**src/rtl/regfile_scoreboard.sv**
```systemverilog
// Multi-read-port register file with same-cycle write bypass and a per-entry busy scoreboard.
// Reads and iss_ok are combinational; data, busy bits and busy_cnt update on the rising edge.
module regfile_scoreboard #(
  parameter int DATA_W   = 32,
  parameter int ADDR_W   = 5,
  parameter int NUM_RD   = 2,
  parameter int BYPASS   = 1,
  parameter int ZERO_REG = 1
) (
  input  logic                     clk,
  input  logic                     rst,
  input  logic [NUM_RD*ADDR_W-1:0] rd_addr,
  output logic [NUM_RD*DATA_W-1:0] rd_data,
  output logic [NUM_RD-1:0]        rd_busy,
  input  logic                     we,
  input  logic [ADDR_W-1:0]        wa,
  input  logic [DATA_W-1:0]        wd,
  input  logic                     iss_en,
  input  logic [ADDR_W-1:0]        iss_addr,
  output logic                     iss_ok,
  output logic [ADDR_W:0]          busy_cnt
);

  localparam int DEPTH = 1 << ADDR_W;
  localparam logic [ADDR_W:0] CNT_ONE = 1;

  logic [DATA_W-1:0] mem [DEPTH];
  logic [DEPTH-1:0]  busy;
  logic              wr_ok;
  logic              iss_set;
  logic              cnt_inc;
  logic              cnt_dec;

  always_comb begin
    wr_ok   = we && !(ZERO_REG != 0 && wa == '0);
    iss_ok  = !busy[iss_addr] || (wr_ok && wa == iss_addr);
    iss_set = iss_en && iss_ok && !(ZERO_REG != 0 && iss_addr == '0);
    cnt_inc = iss_set && !busy[iss_addr];
    // a clear that is overridden by a set on the same entry is not a 1->0 transition
    cnt_dec = wr_ok && busy[wa] && !(iss_set && iss_addr == wa);
  end

  always_ff @(posedge clk) begin
    if (rst) begin
      for (int k = 0; k < DEPTH; k++) mem[k] <= '0;
      busy     <= '0;
      busy_cnt <= '0;
    end else begin
      if (wr_ok) begin
        mem[wa]  <= wd;
        busy[wa] <= 1'b0;
      end
      if (iss_set) busy[iss_addr] <= 1'b1;
      case ({cnt_inc, cnt_dec})
        2'b10:   busy_cnt <= busy_cnt + CNT_ONE;
        2'b01:   busy_cnt <= busy_cnt - CNT_ONE;
        default: busy_cnt <= busy_cnt;
      endcase
    end
  end

  for (genvar i = 0; i < NUM_RD; i++) begin : g_rd
    logic [ADDR_W-1:0] ra;
    logic              hit;
    logic              zero;
    assign ra   = rd_addr[i*ADDR_W +: ADDR_W];
    assign hit  = BYPASS != 0 && wr_ok && wa == ra;
    assign zero = ZERO_REG != 0 && ra == '0;
    assign rd_data[i*DATA_W +: DATA_W] = zero ? '0 : (hit ? wd : mem[ra]);
    assign rd_busy[i] = !zero && !hit && busy[ra];
  end

endmodule

```
**config.mk**
```make
export PLATFORM = sky130hd
export DESIGN_NAME = regfile_scoreboard
export DESIGN_NICKNAME = d
export VERILOG_FILES = /design/src/rtl/regfile_scoreboard.sv
export SDC_FILE = /design/constraint.sdc
export NUM_CORES = 2
export LEC_CHECK = 0
export CELL_PAD_IN_SITES_DETAIL_PLACEMENT = 2
export CELL_PAD_IN_SITES_GLOBAL_PLACEMENT = 2
export CORE_UTILIZATION = 41
export CTS_BUF_LIST = sky130_fd_sc_hd__clkbuf_8 sky130_fd_sc_hd__clkbuf_16
export CTS_CLUSTER_SIZE = 16
export DETAILED_ROUTE_END_ITERATION = 6
export MAX_ROUTING_LAYER = met4
export PLACE_DENSITY_LB_ADDON = 0.1
export SLEW_MARGIN = 20
export SYNTH_ARGS = -nofsm -noshare
export SYNTH_HDL_FRONTEND = slang
export SYNTH_SLANG_ARGS = --single-unit
export TNS_END_PERCENT = 30
```
**constraint.sdc**
```tcl
create_clock -name clk -period 4.5 [get_ports clk]
set_input_delay 1.125 -clock clk [delete_from_list [all_inputs] [get_ports clk]]
set_output_delay 1.125 -clock clk [all_outputs]
set_load 0.02 [all_outputs]
```
==> flow_metrics.tcl <==
set metrics [dict create \
    outcome "finished with violations" \
    violations "setup timing" \
    fillers 13100 \
    holdBufCountCts 0 \
    ys_ff_latch 1061 \
    mostFrequentLayoutCells "edfxtp_1, and2_1, buf_4" \
    synth_edf_count 1023 \
    grt_pass1_wl_um 386000 \
    syn_inst 4338 \
    clkSinkCount 1061 \
    vdd_ir_drop_max_uv 382 \
    drt_iter0_drc 5665 \
    swShare_pct 28.2 \
    viasPerCell 6.65 \
    syn_area_um2 58900 \
    synthArstFlopShare_pct 0 \
    nets 4975 \
    wl_per_cell_um 40.6 \
    clk_latency_ps 790 \
    drt_wl_total_um 281000 \
    hold_viol 0 \
    syn_avg_cell_area_um2 13.6 \
    antenna_found_initial 25 \
    power_uw 26200 \
    cp_max_fo 15 \
    ys_types 74 \
    combPwrFrac_pct 16.8 \
    portBuffers 128 \
    grt_usage_pct 39.2 \
    yosysWarnings 0 \
    final_util_pct 51.3 \
    fin_crit_sh_pct 103 \
    finalWorstSetupSlack_ps -157 \
    gp_congestion 0.869 \
    endpoint_kind "output pin" \
    place_hpwl_um 180000 \
    drv_slew 0 \
    place_inst 6615 \
    cp_data_required_time_ps 3380 \
    start_util_pct 41.5 \
    finalSetupViolCount 12 \
    cts_root_buf "clkbuf_16" \
    core-area_um2 142000 \
    final_common_cell "edfxtp_1" \
    max_freq_ghz 0.215 \
    cts_buffers 132 \
    io_pins 129 \
    drcViolationCount 0 \
    path_cells "buf_4 -> buf_4 -> nor2_4 -> buf_4 -> buf_12 -> a221oi_1 -> a21oi_1 -> o22ai_2 -> mux2_2 -> clkdlybuf4s15_1" \
    worstSetupStartpointType "input pin" \
    critPathMaxStageDelay_ps 490 \
    drive_gt1_share_pct 29.5 \
    die_w_um 381 \
    cp_top_family "compound AO/OA/AOI/OAI gates" \
    ant_nets 0 \
    slowest_stage "a221oi_1" \
    rows 138 \
    synthFlopType "edfxtp_1" \
    maxCapViolCount 0 \
    seq_area_frac_synth_pct 53.4 \
    fin_crit_ps 4660 \
    vias 46000 \
    tritoncts "built" \
    powerDensity_nw_per_um2 360 \
    path_clk_slew_ps 60 \
    arrival_ps 3530 \
    power.share.clock_pct 38.6 \
    crit_top_cell "buf_4" \
    sequentialPowerShare_pct 44.6 \
    layout.cells.non_filler 6921 \
    holdWs_ps 554 \
    rsz0062_at_grt "true" \
    crit_buf_inv 5 \
    grt-ovfl-total 0 \
    die_h_um 381 \
    htreeDepth 4 \
    dr.pass1.iters 6 \
    critPathKind "input pin to output pin" \
    grt_pass1_vias 48300 \
    area_delta_synth_final_pct 23.8 \
    max_slew_margin_pct 40.5 \
    p_sw_uw 7400 \
    fin_skew_ps 18.1 \
    clockBufferDepth 3 \
    die-area_um2 145000 \
    cellInternalPower_uw 18800 \
    hp-class "register to register" \
    grt_max_degree 47 \
    leakagePower_uw 0.0271 \
    worstMarginPinSlew_ps 890 \
]
-- synth_stat cells, types with 29 or more instances --
| master | count | area, um2 |
|---|---|---|
| and2_1 | 861 | 5390 |
| a221oi_1 | 206 | 1800 |
| nor3_1 | 184 | 921 |
| o31ai_1 | 29 | 218 |
| clkbuf_1 | 313 | 1170 |
| a21oi_1 | 103 | 515 |
| o21ai_0 | 60 | 300 |
| buf_4 | 32 | 240 |
| nand2b_1 | 46 | 288 |
| nor2_1 | 52 | 195 |
| o22ai_1 | 44 | 275 |
| inv_1 | 40 | 150 |
| mux2i_1 | 476 | 4760 |
| a21o_1 | 37 | 278 |
| buf_2 | 44 | 220 |
| buf_6 | 42 | 473 |
| dfxtp_1 | 38 | 761 |
| a22oi_1 | 61 | 458 |
| edfxtp_1 | 1023 | 30700 |
| mux4_2 | 310 | 6980 |
-- final cells by class --
class	instances	area [um2]	share of cell area, %
antenna	23	57.6	0.0789
clock buffer	137	3430	4.70
clock inverter	92	519	0.712
inverter	45	175	0.240
multi-input combinational	2799	25900	35.5
sequential	1061	31500	43.1
tap	1890	2360	3.24
timing repair buffer	874	9020	12.4
-- worst register-to-register path, delay by kind of cell, from the launching register on --
kind | cells | cell delay, ps
AOI/OAI and AO/OA | 6 | 1370
muxes | 2 | 810
adders and majority gates | 2 | 570
buffers and inverters | 2 | 370
DFF | 1 | 360
-- stage by stage --
stage	area, um2	TNS (ps)	setup slack [ps]
after floorplan	59000	0	22.0
after global placement	67500	-23090	-644
after detailed placement	67500	-26080	-651
after CTS	72100	-1250	-240
after global routing	72900	-818	-112
final	73000	-418	-157
-- cell families after synthesis --
| group | count (synthesis) | synth area share (%) |
|---|---|---|
| adder cells (fa/ha/maj) | 6 | 0.140 |
| multiplexers | 801 | 20.4 |
| other | 1 | 0.00636 |
| AND/OR/NAND/NOR | 1242 | 12.5 |
| flip-flops | 1061 | 53.4 |
| AO/OA/AOI/OAI | 700 | 8.85 |
| buffers and inverters | 508 | 4.37 |
| XOR/XNOR | 19 | 0.282 |
-- sequential cells by signal, indices dropped and copies added (netlist names) --
name      flops
busy_cnt      6
busy         32
mem        1023
-- power by group through the flow --
stage          logic, uW  clock network, uW  registers (uW)
6_report            4400              10100           11700
4_1_cts             4210              10200           11700
3_3_place_gp        4080                  0           11800
2_1_floorplan       2080                  0           11800
5_1_grt             4470              10500           11800
3_5_place_dp        4160                  0           11900
-- layer usage --
| layer | wire length, um | up-vias | GRT usage (%) |
|---|---|---|---|
| li1 | - | 18000 | - |
| met1 | 106000 | 24500 | 48.1 |
| met2 | 134000 | 2779 | 62.3 |
| met3 | 26300 | 747 | 7.81 |
| met4 | 14500 | 0 | 18.3 |
| met5 | 0 | - | - |
-- path summary, 6_finish.rpt --
path              start  cells after the start          end  slack, ps
max          rd_addr[7]                     10  rd_data[33]       -160
min            busy[20]                      2     busy[20]        550
max reg2reg    busy[23]                     12  busy_cnt[5]        930
min reg2reg    busy[20]                      2     busy[20]        550
-- what timing repair did --
item	4_1_cts	5_1_grt
cloned	3	5
setup endpoints to repair	67	58
setup buffers	23	25
resized for setup	183	135
pin swaps	15	17
endpoints found under the hold margin	0	0
Power figures use the tool's default switching activity.
